## src/rtl/core_pkg.sv

```systemverilog
// rtl/core_pkg.sv - shared RV32 core types, constants and helpers
package core_pkg;

  localparam int XLEN = 32;
  localparam logic [XLEN-1:0] NOP_INSTR = 32'h0000_0013;

  typedef enum logic [1:0] {
    IDLE = 2'd0,
    REQ  = 2'd1,
    WAIT = 2'd2,
    KILL = 2'd3
  } fetch_state_e;

  function automatic logic [XLEN-1:0] word_align(input logic [XLEN-1:0] addr);
    return {addr[XLEN-1:2], 2'b00};
  endfunction

endpackage

```

## src/rtl/fetch_buf.sv

```systemverilog
// rtl/fetch_buf.sv - single-entry valid/ready instruction buffer toward decode
// Flush wins over a same-cycle load; free_o says a new load can land next cycle.
module fetch_buf
  import core_pkg::*;
(
  input  logic            clk_i,
  input  logic            rst_ni,
  input  logic            flush_i,
  input  logic            load_i,
  input  logic [XLEN-1:0] instr_i,
  input  logic [XLEN-1:0] pc_i,
  input  logic            err_i,
  input  logic            ready_i,
  output logic            valid_o,
  output logic            free_o,
  output logic [XLEN-1:0] instr_o,
  output logic [XLEN-1:0] pc_o,
  output logic [XLEN-1:0] pc_four_o,
  output logic            err_o
);

  logic            valid_q, valid_d;
  logic [XLEN-1:0] instr_q, instr_d;
  logic [XLEN-1:0] pc_q, pc_d;
  logic            err_q, err_d;

  always_comb begin
    valid_d = valid_q;
    instr_d = instr_q;
    pc_d    = pc_q;
    err_d   = err_q;
    if (flush_i) begin
      valid_d = 1'b0;
    end else if (load_i) begin
      valid_d = 1'b1;
      instr_d = instr_i;
      pc_d    = pc_i;
      err_d   = err_i;
    end else if (valid_q && ready_i) begin
      valid_d = 1'b0;
    end
  end

  always_ff @(posedge clk_i or negedge rst_ni) begin
    if (!rst_ni) begin
      valid_q <= 1'b0;
      instr_q <= '0;
      pc_q    <= '0;
      err_q   <= 1'b0;
    end else begin
      valid_q <= valid_d;
      instr_q <= instr_d;
      pc_q    <= pc_d;
      err_q   <= err_d;
    end
  end

  assign valid_o   = valid_q;
  assign free_o    = !valid_q || ready_i;
  assign instr_o   = instr_q;
  assign pc_o      = pc_q;
  assign pc_four_o = pc_q + XLEN'(4);
  assign err_o     = err_q;

endmodule

```

## src/rtl/fetch_ctrl.sv

```systemverilog
// rtl/fetch_ctrl.sv - RV32 fetch PC sequencer and single-outstanding imem handshake
// Defining FETCH_PERF_CNT_EN adds a saturating stall counter with synchronous clear.
module fetch_ctrl
  import core_pkg::*;
#(
  parameter logic [XLEN-1:0] BOOT_ADDR = 32'h0000_0000
`ifdef FETCH_PERF_CNT_EN
  ,
  parameter int unsigned PERF_W = 32
`endif
) (
  input  logic              clk_i,
  input  logic              rst_ni,
`ifdef FETCH_PERF_CNT_EN
  input  logic              stall_cnt_clr_i,
  output logic [PERF_W-1:0] stall_cnt_o,
`endif
  input  logic              en_i,
  input  logic              redirect_i,
  input  logic [XLEN-1:0]   redirect_pc_i,
  output logic              imem_req_o,
  output logic [XLEN-1:0]   imem_addr_o,
  input  logic              imem_gnt_i,
  input  logic              imem_rvalid_i,
  input  logic [XLEN-1:0]   imem_rdata_i,
  input  logic              imem_err_i,
  output logic              instr_valid_o,
  input  logic              instr_ready_i,
  output logic [XLEN-1:0]   instr_o,
  output logic [XLEN-1:0]   instr_pc_o,
  output logic [XLEN-1:0]   instr_pc_four_o,
  output logic              instr_err_o,
  output logic              misalign_o
);

  fetch_state_e    state_q, state_d;
  logic [XLEN-1:0] fetch_pc_q, fetch_pc_d;
  logic            misalign_q, misalign_d;
  logic            buf_free;
  logic            gnt_ok;
  logic            load;

  // Request is held off while the buffer is still occupied so a response can never overwrite it.
  assign imem_req_o  = (state_q == REQ) && buf_free;
  assign imem_addr_o = fetch_pc_q;
  assign gnt_ok      = imem_req_o && imem_gnt_i;
  assign load        = (state_q == WAIT) && imem_rvalid_i && !redirect_i;

  always_comb begin
    state_d    = state_q;
    fetch_pc_d = fetch_pc_q;
    misalign_d = redirect_i && (redirect_pc_i[1:0] != 2'b00);
    case (state_q)
      IDLE: if (en_i && buf_free) state_d = REQ;
      REQ:  if (gnt_ok) state_d = WAIT;
      WAIT: begin
        if (imem_rvalid_i) begin
          fetch_pc_d = fetch_pc_q + XLEN'(4);
          state_d    = en_i ? REQ : IDLE;
        end
      end
      KILL: if (imem_rvalid_i) state_d = en_i ? REQ : IDLE;
      default: state_d = IDLE;
    endcase
    if (redirect_i) begin
      fetch_pc_d = word_align(redirect_pc_i);
      if (gnt_ok || ((state_q == WAIT || state_q == KILL) && !imem_rvalid_i)) begin
        state_d = KILL;
      end else begin
        state_d = en_i ? REQ : IDLE;
      end
    end
  end

  always_ff @(posedge clk_i or negedge rst_ni) begin
    if (!rst_ni) begin
      state_q    <= IDLE;
      fetch_pc_q <= word_align(BOOT_ADDR);
      misalign_q <= 1'b0;
    end else begin
      state_q    <= state_d;
      fetch_pc_q <= fetch_pc_d;
      misalign_q <= misalign_d;
    end
  end

  assign misalign_o = misalign_q;

  fetch_buf u_fetch_buf (
    .clk_i     (clk_i),
    .rst_ni    (rst_ni),
    .flush_i   (redirect_i),
    .load_i    (load),
    .instr_i   (imem_rdata_i),
    .pc_i      (fetch_pc_q),
    .err_i     (imem_err_i),
    .ready_i   (instr_ready_i),
    .valid_o   (instr_valid_o),
    .free_o    (buf_free),
    .instr_o   (instr_o),
    .pc_o      (instr_pc_o),
    .pc_four_o (instr_pc_four_o),
    .err_o     (instr_err_o)
  );

`ifdef FETCH_PERF_CNT_EN
  logic [PERF_W-1:0] stall_cnt_q, stall_cnt_d;

  always_comb begin
    stall_cnt_d = stall_cnt_q;
    if (stall_cnt_clr_i) begin
      stall_cnt_d = '0;
    end else if (((imem_req_o && !imem_gnt_i) || state_q == KILL) && !(&stall_cnt_q)) begin
      stall_cnt_d = stall_cnt_q + PERF_W'(1);
    end
  end

  always_ff @(posedge clk_i or negedge rst_ni) begin
    if (!rst_ni) begin
      stall_cnt_q <= '0;
    end else begin
      stall_cnt_q <= stall_cnt_d;
    end
  end

  assign stall_cnt_o = stall_cnt_q;
`endif

endmodule

```

## config.mk

```make
export PLATFORM = sky130hd
export DESIGN_NAME = fetch_ctrl
export DESIGN_NICKNAME = d
export VERILOG_FILES = /design/src/rtl/core_pkg.sv /design/src/rtl/fetch_buf.sv /design/src/rtl/fetch_ctrl.sv
export SDC_FILE = /design/constraint.sdc
export NUM_CORES = 1
export LEC_CHECK = 0
export CORE_UTILIZATION = 40
export CTS_BUF_LIST = sky130_fd_sc_hd__clkbuf_4 sky130_fd_sc_hd__clkbuf_8
export DETAILED_ROUTE_END_ITERATION = 8
export GPL_TIMING_DRIVEN = 0
export PLACE_DENSITY = 0.79
export SLEW_MARGIN = 20
export SYNTH_ARGS = -nofsm -noshare
export SYNTH_HDL_FRONTEND = slang
export SYNTH_SLANG_ARGS = --single-unit
```

## constraint.sdc

```tcl
create_clock -name clk_i -period 2.2 [get_ports clk_i]
set_clock_uncertainty 0.2 [all_clocks]
set_input_delay 0.22 -clock clk_i [delete_from_list [all_inputs] [get_ports clk_i]]
set_output_delay 0.22 -clock clk_i [all_outputs]
set_load 0.02 [all_outputs]
```

==> impl_results.md <==
- Die Ht: 113 microns
- Top post-synthesis cells by area: dfrtp_1, mux2_2, xnor2_1
- Sequential group share of total power: 33.7%
- CTS sink cnt: 97
- 1st-iter DRT viols: 474
- Share of the synthesized area in the top cell type: 49.3%
- Tightest Pin Transition: 0.580 ns
- Post-route ant nets: 0
- Critical Path AT: 2.05 ns
- Distinct cells, synth: 47
- Area after DPL: 7170 sq um
- Die area: 12,700 sq um
- Initial Util: 41.0%
- Largest stage delay, worst path: 0.43 ns
- Buf/Inv on CP: 3
- PortBufs: 196
- Mapped Cells: 461
- Worst-case clock buffer depth: 2
- Internal Power: 5.55 mW
- WL per Instance: 18.3 microns
- Switching share of power: 40.4%
- Core box area: 12,000 sq um
- Synth Area per Inst: 10.7 sq um
- Layout Cells excl Fill: 875
- Slew margin rel.: 61.4%
- Slew Limit Fails: 0
- Routed via count: 4,865
- Remaining Overflow, GRT: 0
- Detail-routed via count per cell: 5.56
- Layout cells sized above 1: 33.2%
- I/O pin cnt: 204
- CP Class: flop to output port
- Status: finished, violations left
- Ys flop type: dfrtp_1
- Vias in the first global route: 4,833
- CTS tree: yes
- Crit path time final: 2.47 ns
- GPL Wtd Cong: 0.902
- Violated checks: setup timing
- CTS buffer count: 9
- Cells after DPL: 810
- RSZ-0062 raised after global routing: yes
- Clk_lat worst skew: 0.36 ns
- Comb pwr share: 53.5%
- Setup-failing EPs final: 23
- Cell area after layout: 8020 sq um
- Syn Std Cell Area: 4920 sq um
- Seq/Total Area, Yosys: 49.3%
- FFs w/ async S/R, synth: 100%
- Family with the most delay on the worst path: simple AND/OR/NAND/NOR gates
- Period utilisation layout: 112%
- Seq cells post-synth: 97
- FP Rows: 40
- Initial antenna violation count: 0
- First-pass GRT wire length: 25,200 microns
- Die W: 113 microns
- F_max: 0.405 GHz
- CP cell instances: ha_4, nand4_1, buf_6, nor3_4, buf_4, nand4_1, xnor2_2, buf_4
- Worst-path clk slew: 0.10 ns
- TritonRoute pass-1 iters: 7
- Post-synth EDFFs: 0
- Worst Setup Start Kind: flop
- Area growth, synth to finish: 63.0%
- Crit path required time: 1.78 ns
- Synthesis Warnings: 0
- Overall Global Routing Usage: 25.4%
- Synth area leader: dfrtp_1
- Crit-path max FO: 5
- CTS Root Cell: clkbuf_8
- Slowest CP cell: dfrtp_1
- Tightest Hold Check Type: primary input to asynchronous set/reset pin
- NetSw: 3.75 mW
- ANT cells: 0
- Nets: 797
- Clk pwr share: 12.8%
- Final Power: 9.30 mW
- DRC Markers: 0
- Final WS setup: -0.268 ns
- MaxCap Viol Count: 0
- Largest net degree at the start of global routing: 52
- Place WS: -0.762 ns
- Worst-case vdd ir drop: 0.474 mV
- Leak Pwr: 3.32 nW
- H-tree depth: 3
- Final Hold Viols: 0
- Detailed placement HPWL: 11,200 microns
- Setup crit end kind: output port
- DRT Wirelength: 16,000 microns
- Cell area power density: 1160 nW/um^2
[repair_timing]
action | 4_1_cts | 5_1_grt
resized for setup | 171 | 52
setup buffers | 40 | 12
hold buffers | 1 | 0
endpoints found under the setup margin | 105 | 76
pin swaps | 17 | 16
endpoints found under the hold margin | 83 | 0
[placed cells by master (no fill, tap or decap), drive strengths merged, types with 10 or more instances in the layout]
cell	n
a31oi	11
buf	89
clkbuf	22
clkdlybuf4s50	165
dfrtp	97
inv	13
mux2	60
nand2	38
nand3	26
nand4	19
nor2	24
o21ai	20
xnor2	27
xor2	10
[sequential cells by signal, summed over array words and instances (netlist names)]
| signal | cells |
|---|---|
| misalign_o | 1 |
| state_q | 2 |
| u_fetch_buf.err_o | 1 |
| u_fetch_buf.valid_o | 1 |
| u_fetch_buf.pc_o | 30 |
| u_fetch_buf.instr_o | 32 |
| imem_addr_o | 30 |
[area by class of cell]
type                    instances  area (sq um)
fillers                       928          3990
multi-input cells             331          2640
flip-flops and latches         97          2460
repair buffers                250          2350
well taps                     147           184
plain buffers                  24           148
clock buffers                  10           131
clock inverters                 6          72.6
inverters                      10          37.5
[cell families (layout without fill, tap and decap cells)]
group | count (synthesis) | in the layout | synth area share (%)
mux | 61 | 61 | 13.9
xor+xnor | 37 | 37 | 6.59
other cells | 1 | 6 | 0.0762
simple gates | 164 | 164 | 17.8
fa+ha+maj | 2 | 2 | 0.509
compound gates | 61 | 61 | 8.22
flops | 97 | 97 | 49.3
buf+inv | 38 | 300 | 3.51
[layer usage]
| metal | vias to the layer above | wire length [microns] | GRT usage [%] | share of wire, % |
|---|---|---|---|---|
| met1 | 2370 | 6610 | 32.6 | 41 |
| met5 | - | 0 | 0 | 0 |
| met2 | 249 | 7990 | 43.9 | 50 |
| met3 | 42 | 1020 | 4.23 | 6.4 |
| li1 | 2204 | - | - | - |
| met4 | 0 | 420 | 8.33 | 2.6 |
[final timing paths]
kind / start / end / slack (ns) / cells after the start
min in group clk_i: redirect_pc_i[4] / imem_addr_o[4] / 0.22 / 3
worst min register to register: u_fetch_buf.instr_o[13] / u_fetch_buf.instr_o[13] / 0.31 / 1
worst max-delay path: u_fetch_buf.pc_o[2] / instr_pc_four_o[16] / -0.27 / 8
worst max register to register: imem_addr_o[2] / imem_addr_o[31] / 0.07 / 5
worst min-delay path: rst_ni / u_fetch_buf.instr_o[5] / 0.17 / 2
max in group asynchronous: rst_ni / u_fetch_buf.pc_o[14] / 1.02 / 3
[synthesized netlist by cell type, types with 3 or more instances]
master / count
dfrtp_1: 97
mux2_2: 60
nand2_1: 38
xnor2_1: 27
nand3_1: 25
nor2_1: 24
o21ai_0: 20
nand4_1: 19
clkbuf_1: 13
a31oi_1: 11
xor2_1: 10
inv_1: 9
nor4_1: 8
o211ai_1: 8
or3_1: 7
or4_1: 7
and3_1: 6
buf_2: 6
buf_4: 6
nor2b_1: 6
o31ai_1: 6
and4_1: 5
a22oi_1: 4
nor3_1: 4
buf_1: 3
o41ai_1: 3
[power by group through the flow]
stage | Combinational, mW | Sequential [mW] | Clock, mW
after floorplan | 1.49 | 3.81 | 0
after global placement | 4.46 | 3.15 | 0
after detailed placement | 4.54 | 3.20 | 0
after CTS | 4.83 | 3.10 | 1.22
after global routing | 5.22 | 3.23 | 1.30
final | 4.97 | 3.13 | 1.19
[per-stage QoR]
stage               TNS, ns  hold WS [ns]  util, %
floorplan            -0.333        -0.276        -
global placement    -327.22         0.288     59.5
detailed placement   -54.32      -0.00895     59.7
CTS                   -3.18         0.159     64.9
global route          -5.73         0.196     66.8
finish                -3.15         0.165     66.8
(Power assumes the default switching activity.)
